## config.mk

```make
export PLATFORM = sky130hd
export DESIGN_NAME = ysyx_25010008_wbu_flat
export DESIGN_NICKNAME = d
export VERILOG_FILES = /design/src/rtl/ysyx_25010008_wbu_if.sv /design/src/rtl/ysyx_25010008_wbu.sv /design/src/flat_wrapper.sv
export SDC_FILE = /design/constraint.sdc
export NUM_CORES = 1
export LEC_CHECK = 0
export ABC_AREA = 1
export BUFFER_PORTS_ARGS = -buffer_cell sky130_fd_sc_hd__clkbuf_2
export CAP_MARGIN = 20
export CORE_ASPECT_RATIO = 1.5
export CORE_MARGIN = 2
export CORE_UTILIZATION = 26
export DETAILED_ROUTE_END_ITERATION = 12
export GPL_TIMING_DRIVEN = 0
export PLACE_DENSITY = 0.55
export SLEW_MARGIN = 30
export SYNTH_ARGS = -nofsm -noshare
export SYNTH_HDL_FRONTEND = slang
export SYNTH_SLANG_ARGS = --single-unit
```

## constraint.sdc

```tcl
create_clock -name clock -period 5.1 [get_ports clock]
set_clock_uncertainty 0.1 [all_clocks]
set_input_delay 0.765 -clock clock [delete_from_list [all_inputs] [get_ports clock]]
set_output_delay 0.765 -clock clock [all_outputs]
set_load 0.02 [all_outputs]
```

## src/rtl/ysyx_25010008_wbu_if.sv

```systemverilog
// Execute-to-writeback handshake: one retired instruction per in_valid/in_ready transfer.
interface ysyx_25010008_wbu_if;
  logic        in_valid;
  logic        in_ready;
  logic [31:0] in_pc;
  logic [4:0]  in_rd;
  logic        in_wen;
  logic [31:0] in_result;
  logic        in_is_load;
  logic [1:0]  in_load_size;
  logic        in_load_signed;
  logic [1:0]  in_addr_lo;
  logic [1:0]  in_sys_op;
  logic [11:0] in_csr_addr;
  logic [31:0] in_csr_old;
  logic [31:0] in_csr_new;

  modport master (
    output in_valid, in_pc, in_rd, in_wen, in_result, in_is_load, in_load_size,
           in_load_signed, in_addr_lo, in_sys_op, in_csr_addr, in_csr_old, in_csr_new,
    input  in_ready
  );

  modport slave (
    input  in_valid, in_pc, in_rd, in_wen, in_result, in_is_load, in_load_size,
           in_load_signed, in_addr_lo, in_sys_op, in_csr_addr, in_csr_old, in_csr_new,
    output in_ready
  );
endinterface

```

## src/rtl/ysyx_25010008_wbu.sv

```systemverilog
// Write-back/commit unit: latches a retired instruction, waits for load data if needed, and
// drives GPR/CSR write ports, PC redirect and difftest commit for exactly one cycle.
module ysyx_25010008_wbu #(
  parameter logic [31:0] CAUSE_ECALL = 32'd11
) (
  input  logic                       clock,
  input  logic                       reset,
  ysyx_25010008_wbu_if.slave         in_if,
  input  logic                       mem_rvalid,
  input  logic [31:0]                mem_rdata,
  output logic                       mem_rready,
  output logic                       write_back,
  output logic                       wen,
  output logic [4:0]                 rd,
  output logic [31:0]                wdata,
  output logic                       csr_wen1,
  output logic [11:0]                csr_d1,
  output logic [31:0]                csr_wdata1,
  output logic                       csr_wen2,
  output logic [11:0]                csr_d2,
  output logic [31:0]                csr_wdata2,
  output logic                       redirect_valid,
  output logic [31:0]                redirect_pc,
  output logic                       commit_valid,
  output logic [31:0]                commit_pc
);

  typedef enum logic [1:0] {StIdle, StWaitMem, StCommit} state_e;

  typedef struct packed {
    logic [31:0] pc;
    logic [4:0]  rd;
    logic        wen;
    logic [31:0] result;
    logic        is_load;
    logic [1:0]  load_size;
    logic        load_signed;
    logic [1:0]  addr_lo;
    logic [1:0]  sys_op;
    logic [11:0] csr_addr;
    logic [31:0] csr_old;
    logic [31:0] csr_new;
  } fields_t;

  typedef struct packed {
    logic        write_back;
    logic        wen;
    logic [4:0]  rd;
    logic [31:0] wdata;
    logic        csr_wen1;
    logic [11:0] csr_d1;
    logic [31:0] csr_wdata1;
    logic        csr_wen2;
    logic [11:0] csr_d2;
    logic [31:0] csr_wdata2;
    logic        redirect_valid;
    logic [31:0] redirect_pc;
    logic [31:0] commit_pc;
  } commit_t;

  state_e  state_q;
  fields_t fields_q, in_fields, src;
  commit_t commit_d, commit_q;
  logic    accept, commit_go;
  logic [31:0] shifted, load_val;

  assign in_fields = '{
    pc:          in_if.in_pc,
    rd:          in_if.in_rd,
    wen:         in_if.in_wen,
    result:      in_if.in_result,
    is_load:     in_if.in_is_load,
    load_size:   in_if.in_load_size,
    load_signed: in_if.in_load_signed,
    addr_lo:     in_if.in_addr_lo,
    sys_op:      in_if.in_sys_op,
    csr_addr:    in_if.in_csr_addr,
    csr_old:     in_if.in_csr_old,
    csr_new:     in_if.in_csr_new
  };

  assign in_if.in_ready = (state_q == StIdle) && !reset;
  assign mem_rready     = (state_q == StWaitMem) && !reset;

  assign accept    = (state_q == StIdle) && in_if.in_valid;
  assign commit_go = (accept && !in_if.in_is_load) || ((state_q == StWaitMem) && mem_rvalid);
  // Non-loads commit straight from the inputs; loads commit from the latched copy.
  assign src       = (state_q == StIdle) ? in_fields : fields_q;

  always_comb begin
    shifted = mem_rdata >> {fields_q.addr_lo, 3'b000};
    unique case (fields_q.load_size)
      2'd0:    load_val = {{24{fields_q.load_signed & shifted[7]}}, shifted[7:0]};
      2'd1:    load_val = {{16{fields_q.load_signed & shifted[15]}}, shifted[15:0]};
      default: load_val = shifted;
    endcase
  end

  always_comb begin
    commit_d = '0;
    if (commit_go) begin
      commit_d.write_back = 1'b1;
      commit_d.commit_pc  = src.pc;
      commit_d.rd         = src.rd;
      commit_d.wen        = src.wen && (src.rd != 5'd0);
      if (src.is_load) begin
        commit_d.wdata = load_val;
      end else if (src.sys_op == 2'd1) begin
        commit_d.wdata = src.csr_old;
      end else begin
        commit_d.wdata = src.result;
      end
      unique case (src.sys_op)
        2'd1: begin
          commit_d.csr_wen1   = 1'b1;
          commit_d.csr_d1     = src.csr_addr;
          commit_d.csr_wdata1 = src.csr_new;
        end
        2'd2: begin
          commit_d.wen            = 1'b0;
          commit_d.csr_wen1       = 1'b1;
          commit_d.csr_d1         = 12'h341;
          commit_d.csr_wdata1     = src.pc;
          commit_d.csr_wen2       = 1'b1;
          commit_d.csr_d2         = 12'h342;
          commit_d.csr_wdata2     = CAUSE_ECALL;
          commit_d.redirect_valid = 1'b1;
          commit_d.redirect_pc    = src.csr_old;
        end
        2'd3: begin
          commit_d.wen            = 1'b0;
          commit_d.redirect_valid = 1'b1;
          commit_d.redirect_pc    = src.csr_old;
        end
        default: ;
      endcase
    end
  end

  always_ff @(posedge clock) begin
    if (reset) begin
      state_q  <= StIdle;
      fields_q <= '0;
      commit_q <= '0;
    end else begin
      commit_q <= commit_d;
      unique case (state_q)
        StIdle: begin
          if (accept) begin
            fields_q <= in_fields;
            state_q  <= in_if.in_is_load ? StWaitMem : StCommit;
          end
        end
        StWaitMem: if (mem_rvalid) state_q <= StCommit;
        default:   state_q <= StIdle;
      endcase
    end
  end

  assign write_back     = commit_q.write_back;
  assign commit_valid   = commit_q.write_back;
  assign wen            = commit_q.wen;
  assign rd             = commit_q.rd;
  assign wdata          = commit_q.wdata;
  assign csr_wen1       = commit_q.csr_wen1;
  assign csr_d1         = commit_q.csr_d1;
  assign csr_wdata1     = commit_q.csr_wdata1;
  assign csr_wen2       = commit_q.csr_wen2;
  assign csr_d2         = commit_q.csr_d2;
  assign csr_wdata2     = commit_q.csr_wdata2;
  assign redirect_valid = commit_q.redirect_valid;
  assign redirect_pc    = commit_q.redirect_pc;
  assign commit_pc      = commit_q.commit_pc;

endmodule

```

## src/flat_wrapper.sv

```systemverilog
// flat-port wrapper written by rule: the top's interface ports become plain ports
module ysyx_25010008_wbu_flat 
#(
  parameter logic [31:0] CAUSE_ECALL = 32'd11
)
  (clock, reset, mem_rvalid, mem_rdata, mem_rready, write_back, wen, rd, wdata, csr_wen1, csr_d1, csr_wdata1, csr_wen2, csr_d2, csr_wdata2, redirect_valid, redirect_pc, commit_valid, commit_pc, in_if_in_valid, in_if_in_pc, in_if_in_rd, in_if_in_wen, in_if_in_result, in_if_in_is_load, in_if_in_load_size, in_if_in_load_signed, in_if_in_addr_lo, in_if_in_sys_op, in_if_in_csr_addr, in_if_in_csr_old, in_if_in_csr_new, in_if_in_ready);
  ysyx_25010008_wbu_if in_if_i ();
  input  logic clock;
  input  logic reset;
  input  logic mem_rvalid;
  input  logic [31:0] mem_rdata;
  output logic mem_rready;
  output logic write_back;
  output logic wen;
  output logic [4:0] rd;
  output logic [31:0] wdata;
  output logic csr_wen1;
  output logic [11:0] csr_d1;
  output logic [31:0] csr_wdata1;
  output logic csr_wen2;
  output logic [11:0] csr_d2;
  output logic [31:0] csr_wdata2;
  output logic redirect_valid;
  output logic [31:0] redirect_pc;
  output logic commit_valid;
  output logic [31:0] commit_pc;
  input wire logic [$bits(in_if_i.in_valid)-1:0] in_if_in_valid;
  input wire logic [$bits(in_if_i.in_pc)-1:0] in_if_in_pc;
  input wire logic [$bits(in_if_i.in_rd)-1:0] in_if_in_rd;
  input wire logic [$bits(in_if_i.in_wen)-1:0] in_if_in_wen;
  input wire logic [$bits(in_if_i.in_result)-1:0] in_if_in_result;
  input wire logic [$bits(in_if_i.in_is_load)-1:0] in_if_in_is_load;
  input wire logic [$bits(in_if_i.in_load_size)-1:0] in_if_in_load_size;
  input wire logic [$bits(in_if_i.in_load_signed)-1:0] in_if_in_load_signed;
  input wire logic [$bits(in_if_i.in_addr_lo)-1:0] in_if_in_addr_lo;
  input wire logic [$bits(in_if_i.in_sys_op)-1:0] in_if_in_sys_op;
  input wire logic [$bits(in_if_i.in_csr_addr)-1:0] in_if_in_csr_addr;
  input wire logic [$bits(in_if_i.in_csr_old)-1:0] in_if_in_csr_old;
  input wire logic [$bits(in_if_i.in_csr_new)-1:0] in_if_in_csr_new;
  output wire logic [$bits(in_if_i.in_ready)-1:0] in_if_in_ready;
  assign in_if_i.in_valid = in_if_in_valid;
  assign in_if_i.in_pc = in_if_in_pc;
  assign in_if_i.in_rd = in_if_in_rd;
  assign in_if_i.in_wen = in_if_in_wen;
  assign in_if_i.in_result = in_if_in_result;
  assign in_if_i.in_is_load = in_if_in_is_load;
  assign in_if_i.in_load_size = in_if_in_load_size;
  assign in_if_i.in_load_signed = in_if_in_load_signed;
  assign in_if_i.in_addr_lo = in_if_in_addr_lo;
  assign in_if_i.in_sys_op = in_if_in_sys_op;
  assign in_if_i.in_csr_addr = in_if_in_csr_addr;
  assign in_if_i.in_csr_old = in_if_in_csr_old;
  assign in_if_i.in_csr_new = in_if_in_csr_new;
  assign in_if_in_ready = in_if_i.in_ready;
  ysyx_25010008_wbu #(.CAUSE_ECALL(CAUSE_ECALL)) u_core (.clock(clock), .reset(reset), .in_if(in_if_i), .mem_rvalid(mem_rvalid), .mem_rdata(mem_rdata), .mem_rready(mem_rready), .write_back(write_back), .wen(wen), .rd(rd), .wdata(wdata), .csr_wen1(csr_wen1), .csr_d1(csr_d1), .csr_wdata1(csr_wdata1), .csr_wen2(csr_wen2), .csr_d2(csr_d2), .csr_wdata2(csr_wdata2), .redirect_valid(redirect_valid), .redirect_pc(redirect_pc), .commit_valid(commit_valid), .commit_pc(commit_pc));
endmodule
```

==> qor.csv, run 1 <==
stage;metric;value;unit
die;Vert. Die Dim;281;microns
synthesis;#FFs+latches synth;306;
synthesis;post-synth cell types;31;
timing;worst setup margin;1.25;ns
route;# DRC;0;
pwr;Power Density;388;nW/um^2
cells_and_area;area grow syn2layout;29.7;%
setup_path;CP peak stage delay;0.56;ns
global_routing;global-route wire length before repair;81400;microns
clocking;CTS clock-pin slew for the worst setup and hold paths;0.07;ns
clocking;CTS tree;done;
timing;Fin Setup TNS;0;ns
setup_path;Worst R2R Setup Slack;1.25;ns
min_path;Hold Path Class;register to register;
route;DR WL/cell;18.6;microns
die;Cell Rows;101;
route;Final ANT Viol Nets;0;
global_routing;gr ovfl total;0;
synthesis;Avg Cell Area, Syn;7.00;sq um
synthesis;Ys Warns;0;
setup_path;kind of critical path;register to register;
die;initial core utilization;0.262;
clocking;CTS resizes;0;
pwr;Leak;8.45;nW
route;final wirelength;55900;microns
place;RePlAce Congestion;0.926;
die;Die W;188;microns
timing;Fmax achieved;0.260;GHz
timing;Final Hold Viols;0;
global_routing;initial antenna violation count;7;
die;# IOs;387;
synthesis;Post-Syn Instances;1895;
global_routing;most used routing layer;met2;
setup_path;slowest library cell on the worst path;clkbuf_1;
cells_and_area;fill cell count;5567;
global_routing;pin count of the biggest net entering global routing;15;
clocking;Setup Buffers After CTS;0;
global_routing;met3 usage;0.0340;
run_status;status;finished, final reports clean;
place;post-DP HPWL;44400;microns
clocking;H-tree depth;2;
global_routing;vias in the first global route;13500;
run;Max-Cap Viols;0;
die;die footprint;52900;sq um
timing;Final setup viols;0;
cells_and_area;share of cells above drive strength 1;0.229;
timing;RSZ-0062 raised after global routing;no;
clocking;worst skew pair latency;0.54;ns
setup_path;CP Cell Sequence;nor2_4 -> buf_6 -> buf_2 -> buf_2 -> o21ai_0 -> ha_1 -> buf_2 -> inv_1 -> clkbuf_1 -> clkbuf_1 -> nand3_1 -> nand2_1 -> a21oi_1;
setup_path;worst path required time;5.42;ns
setup_path;startpoint types;register;
cells_and_area;# nets final;2507;
setup_path;arrival time worst endpoint;4.16;ns
die;core footprint;50500;sq um
timing;Slew @ Worst Pin;0.782;ns
place;Port Buffers;348;
clocking;CTS Hold Buffers Added;0;
place;Place WS;1.19;ns
clocking;CTS Buf Count;34;
clocking;CTS sink count;306;
setup_path;endpoint class of the critical path;register;
clocking;Clock Path Buffers;3;
route;Vias;13500;
synthesis;Seq/Total Area, Yosys;0.462;
timing;period utilization;0.754;
route;post-DR vias/cell;4.49;
timing;fin. max-slew vios;0;
clocking;CTS root buf;clkbuf_16;
global_routing;All-Layer GR Usage;0.206;
setup_path;CP most frequent cell;buf_2;
setup_path;Worst Path Max Fanout;10;
global_routing;met2 Resource Use GR;0.403;
route;First-pass DRT Iterations;6;
setup_path;CP Buf/Inv Count;7;
pwr;VDD IR max;0.241;mV
route;DRT iter0 DRCs;654;
timing;relative slew slack;0.479;
timing;Final min period;3.85;ns
setup_path;Crit path max-delay family;buffers and inverters;
synthesis;Post-Syn Area;13300;sq um
global_routing;GR Util met1;0.214;
## kinds of logic after synthesis
group                      after synthesis  share of synthesized area
buffers and inverters                  406                      0.136
DFF                                    306                      0.462
adders and majority gates                2                    0.00189
other                                    1                   0.000283
AOI/OAI and AO/OA                      429                      0.169
and+or+nand+nor                        751                      0.231
## routing by layer
metal	wire length, microns	vias to the layer above
met5	53	-
met2	29700	485
met1	20700	6179
met3	3250	109
li1	-	6742
met4	2210	8
## cells in the final DEF (no fill, tap or decap), drive strengths merged
| cell | instances |
|---|---|
| clkbuf | 458 |
| nand2 | 311 |
| dfxtp | 306 |
| nor2 | 297 |
| o21ai | 271 |
| inv | 230 |
| a21oi | 119 |
| buf | 109 |
| nand3 | 105 |
| conb | 37 |
| or2 | 20 |
| nor3 | 17 |
| a211oi | 16 |
| o22ai | 14 |
| o21bai | 8 |
| clkinv | 8 |
| bufinv | 5 |
| clkinvlp | 5 |
| diode | 3 |
| ha | 2 |
| nand3b | 1 |
| o211ai | 1 |
## path summary, 6_finish.rpt
check	to	cells after the start	from
worst min register to register	u_core.fields_q[45]	2	u_core.fields_q[45]
worst max-delay path	u_core.wdata[6]	13	u_core.state_q[1]
worst max register to register	u_core.wdata[6]	13	u_core.state_q[1]
worst min-delay path	u_core.fields_q[45]	2	u_core.fields_q[45]
## synthesized netlist by cell type
cell type | number | area [sq um]
nand2_1 | 308 | 1160
dfxtp_1 | 306 | 6130
nor2_1 | 294 | 1100
o21ai_0 | 256 | 1280
inv_1 | 224 | 841
a21oi_1 | 119 | 596
nand3_1 | 104 | 521
clkbuf_1 | 65 | 244
buf_2 | 48 | 240
buf_4 | 48 | 360
nor3_1 | 17 | 85.1
a211oi_1 | 16 | 120
o22ai_1 | 14 | 87.6
or2_2 | 13 | 81.3
o21ai_1 | 12 | 60.1
buf_1 | 8 | 30.0
o21bai_1 | 8 | 60.1
or2_1 | 7 | 43.8
buf_6 | 5 | 56.3
inv_2 | 5 | 18.8
nor2_4 | 3 | 33.8
o21ai_2 | 3 | 26.3
clkinv_1 | 2 | 7.51
ha_1 | 2 | 25.0
nand2_2 | 2 | 12.5
clkbuf_2 | 1 | 5.00
conb_1 | 1 | 3.75
nand2_4 | 1 | 11.3
nand3_2 | 1 | 10.0
nand3b_1 | 1 | 7.51
o211ai_1 | 1 | 7.51
## stage by stage
stage	instances	util	hold WS (ns)	cell area (sq um)	power, mW
after global routing	3012	0.340	0.357	17200	6.99
after CTS	3009	0.340	0.340	17200	6.74
after global placement	2948	0.316	0.333	16000	4.01
after floorplan	1931	-	0.325	13400	3.50
after detailed placement	2948	0.316	0.339	16000	4.02
final	3012	0.340	0.349	17200	6.67
## worst min-delay path: cells and delay by family (launching register included)
kind,cells,cell delay [ns]
flops,1,0.30
buf+inv,1,0.05
compound gates,1,0.05
## power breakdown
group          internal, mW  leakage, nW  total [mW]  switching (mW)
Sequential             2.56         2.51        2.62          0.0624
Clock                  1.60        0.578        2.70            1.10
Combinational         0.420         5.37        1.35           0.929
Total                  4.58         8.45        6.67            2.09
## sequential cells by signal (all words and copies together), names as in the netlist, 2 cells and up
signal and flops:
u_core.rd 5, u_core.csr_wdata1 32, u_core.state_q 2, u_core.redirect_pc 32
u_core.commit_pc 32, u_core.wdata 32, u_core.fields_q 154, u_core.csr_d1 12
## layout make-up
class | instances | area (sq um) | area share
Sequential cell | 306 | 6130 | 0.356
Multi-Input combinational cell | 1219 | 5470 | 0.318
Timing Repair Buffer | 348 | 1740 | 0.101
Clock buffer | 44 | 960 | 0.0558
Buffer | 175 | 936 | 0.0544
Inverter | 231 | 867 | 0.0504
Tap cell | 669 | 837 | 0.0487
Clock inverter | 17 | 253 | 0.0147
Antenna cell | 3 | 7.51 | 0.000437
Note: power is estimated with default switching activity, not from simulation.
==> inputs of run 2 (changes only) <==
Settings changed: ABC_AREA 1 to 0.
Clock period 5.1 ns to 3.7 ns, I/O delays scaled along.
==> run 2 against run 1 <==
  * Register-to-register slack worse by 0.99 ns
  * Global-route usage is 1.6 points lower
  * First-iteration DRC count is 24% lower
  * Non-clock buffer count is 21 lower
  * Cell area is 4.1% lower
  * Critical endpoint is now u_core.wdata[30]
==> qor.csv, run 2 <==
stage;metric;value;unit;change
clocking;CTS sink count;306;;unchanged
timing;Fmax achieved;0.291;GHz;+12%
setup_path;Worst Path Max Fanout;10;;unchanged
route;Vias;11600;;-14%
global_routing;GR Util met1;0.204;;-0.0103
synthesis;Ys Warns;0;;unchanged
synthesis;commonest register cell after synthesis;dfxtp_1;;
setup_path;endpoint class of the critical path;register;;
route;# DRC;0;;unchanged
cells_and_area;commonest non-fill, non-tap cells in the layout;nand2_1 (444), clkbuf_2 (353), dfxtp_1 (306);;
place;RePlAce Congestion;0.847;;-8.5%
setup_path;slowest library cell on the worst path;clkbuf_2;;
synthesis;post-synth cell types;36;;+16%
clocking;Setup Buffers After CTS;0;;unchanged
synthesis;Seq/Total Area, Yosys;0.483;;+0.0214
setup_path;CP Buf/Inv Count;3;;-4
global_routing;gr ovfl total;0;;unchanged
route;DR WL/cell;19.3;microns;+4.2%
global_routing;pin count of the biggest net entering global routing;14;;-1
die;die footprint;50600;sq um;-4.3%
cells_and_area;Biggest register;u_core.fields_q;;
cells_and_area;Register Area;6130;sq um;unchanged
clocking;worst skew pair latency;0.53;ns;about the same
route;Final ANT Viol Nets;0;;unchanged
setup_path;Worst R2R Setup Slack;0.26;ns;-0.99 ns
cells_and_area;fin cells;2552;;-15%
place;placed cells;2489;;-16%
synthesis;Post-Syn Instances;1449;;-24%
synthesis;Post-Syn Area;12700;sq um;-4.4%
pwr;Power Density;502;nW/um^2;+29%
die;initial core utilization;0.262;;-0.000655
cells_and_area;area grow syn2layout;30.2;%;
run;Max-Cap Viols;0;;unchanged
global_routing;met3 usage;0.0294;;-0.00467
setup_path;CP Cell Sequence;nor2_4 -> buf_2 -> buf_2 -> nand2_1 -> nand2_1 -> ha_1 -> clkbuf_2 -> mux4_2 -> o21ai_0 -> a21oi_1;;
cells_and_area;# nets final;2060;;-18%
pwr;VDD IR max;0.278;mV;+15%
setup_path;Crit path max-delay family;buffers and inverters;;
global_routing;met2 Resource Use GR;0.364;;-0.0396
timing;Final min period;3.44;ns;-0.408 ns
global_routing;initial antenna violation count;6;;-1
clocking;CTS tree;done;;
timing;period utilization;0.930;;+0.175
synthesis;share of the synthesized area in the top cell type;0.483;;+0.0214
place;Port Buffers;348;;unchanged
cells_and_area;number of flip-flops in the largest register;154;;unchanged
timing;fin. max-slew vios;0;;unchanged
setup_path;arrival time worst endpoint;3.73;ns;-0.43 ns
clocking;CTS root buf;clkbuf_16;;
cells_and_area;most common cell after layout, fill and taps aside;nand2_1;;
die;Cell Rows;99;;-2.0%
clocking;H-tree depth;2;;unchanged
synthesis;area leader, netlist;dfxtp_1;;
cells_and_area;fill cell count;5099;;-8.4%
timing;Final Hold Viols;0;;unchanged
pwr;Tot Pwr;8.28;mW;+24%
min_path;Hold Path Class;primary input to register;;
die;Vert. Die Dim;274;microns;-2.2%
pwr;Leak;7.10;nW;-16%
setup_path;startpoint types;register;;
timing;relative slew slack;0.362;;-0.116
timing;Final setup viols;0;;unchanged
global_routing;All-Layer GR Usage;0.190;;-0.0157
setup_path;worst path required time;3.99;ns;-1.43 ns
clocking;CTS Buf Count;34;;unchanged
synthesis;Avg Cell Area, Syn;8.75;sq um;+25%
clocking;CTS clock-pin slew for the worst setup and hold paths;0.06;ns;about the same
route;final wirelength;49400;microns;-12%
timing;RSZ-0062 raised after global routing;no;;
synthesis;top post-synthesis cells by area;dfxtp_1 (48%), nand2_1 (13%), a21oi_1 (9.3%);;
die;Die W;184;microns;-2.2%
route;post-DR vias/cell;4.55;;+1.3%
place;post-DP HPWL;38500;microns;-13%
synthesis;number of synthesized flops with an enable pin;0;;unchanged
cells_and_area;Final Util;0.341;;+0.000471
clocking;Clock Path Buffers;3;;unchanged
setup_path;kind of critical path;register to register;;
route;DRT iter0 DRCs;499;;-24%
cells_and_area;Multi-input gate area;5830;sq um;+6.7%
run_status;status;finished, final reports clean;;
cells_and_area;share of cells above drive strength 1;0.320;;+0.0913
global_routing;vias in the first global route;11800;;-13%
synthesis;#FFs+latches synth;306;;unchanged
route;First-pass DRT Iterations;5;;-1
die;# IOs;387;;unchanged
clocking;CTS Hold Buffers Added;0;;unchanged
die;core footprint;48400;sq um;-4.2%
synthesis;most frequent cell after synthesis;nand2_1;;
global_routing;most used routing layer;met2;;
setup_path;CP peak stage delay;0.46;ns;-0.10 ns
synthesis;Synth top cells by count;nand2_1 (444), dfxtp_1 (306), a21oi_1 (235);;
global_routing;global-route wire length before repair;71600;microns;-12%
timing;Slew @ Worst Pin;0.952;ns;+0.170 ns
synthesis;fraction of registers with async set/reset;0;;unchanged
-- run 2: cell types whose count changed after synthesis, sizes merged, moves of 17 or more --
cell   before  now
and2        0   34
nand3     105    0
o21ai     271   27
nand2     311  444
or2        20    2
a21oi     119  235
mux2i       0   20
mux2        0   78
buf       109   92
nor2      297   41
a22oi       0   33
mux4        0   32
inv       229    8
-- run 2: layout make-up --
type,instances,share of cell area
buffer,154,0.0501
clock buffer,45,0.0578
timing repair buffer,348,0.106
sequential,306,0.371
inverter,8,0.00182
clock inverter,14,0.00933
tap,656,0.0497
antenna,5,0.000758
multi-input combinational,1016,0.354
-- run 2: worst paths after layout --
path	startpoint	endpoint	cells past startpoint
worst min-delay path	in_if_in_load_size[0]	u_core.fields_q[81]	3
worst max-delay path	u_core.state_q[1]	u_core.wdata[30]	10
worst max register to register	u_core.state_q[1]	u_core.wdata[30]	10
worst min register to register	u_core.fields_q[134]	u_core.fields_q[134]	2
-- run 2: metrics by stage --
step	area [sq um]	hold slack [ns]	TNS, ns	worst slack (ns)
6_report	16500	0.141	0	0.260
4_1_cts	16500	0.116	0	0.0210
2_1_floorplan	12800	0.333	0	1.18
3_5_place_dp	15400	0.345	-12.43	-0.410
3_3_place_gp	15400	0.339	-10.22	-0.331
5_1_grt	16500	0.138	0	0.0381
-- run 2: power breakdown --
part	leakage (nW)	internal, mW	switching, mW
clock network	0.538	1.97	1.44
logic	4.07	0.511	0.825
registers	2.50	3.45	0.0788
total	7.10	5.93	2.35
-- run 2: logic make-up after synthesis --
| group | synth area share |
|---|---|
| and+or+nand+nor | 0.169 |
| muxes | 0.142 |
| adders and majority gates | 0.00197 |
| DFF | 0.483 |
| buffers and inverters | 0.0673 |
| other | 0.000296 |
| AOI/OAI and AO/OA | 0.136 |
-- run 2: worst register-to-register path: cells and delay by family, from the launching register on --
family	cells	cell delay [ns]
compound gates	2	0.35
fa+ha+maj	1	0.45
mux	1	0.38
buf+inv	3	1.19
flops	1	0.36
simple gates	3	0.47
-- run 2: timing repair --
action	CTS	global route
endpoints found under the setup margin	68	4
hold endpoints to repair	0	0
pin swaps	0	0
resized for setup	4	2
-- run 2: layer usage --
metal	wire (microns)	up-vias	part of all wire
li1	-	5625	-
met1	18800	5477	0.38
met2	26300	420	0.53
met3	2370	85	0.048
met4	1930	2	0.039
met5	15	-	0.00030
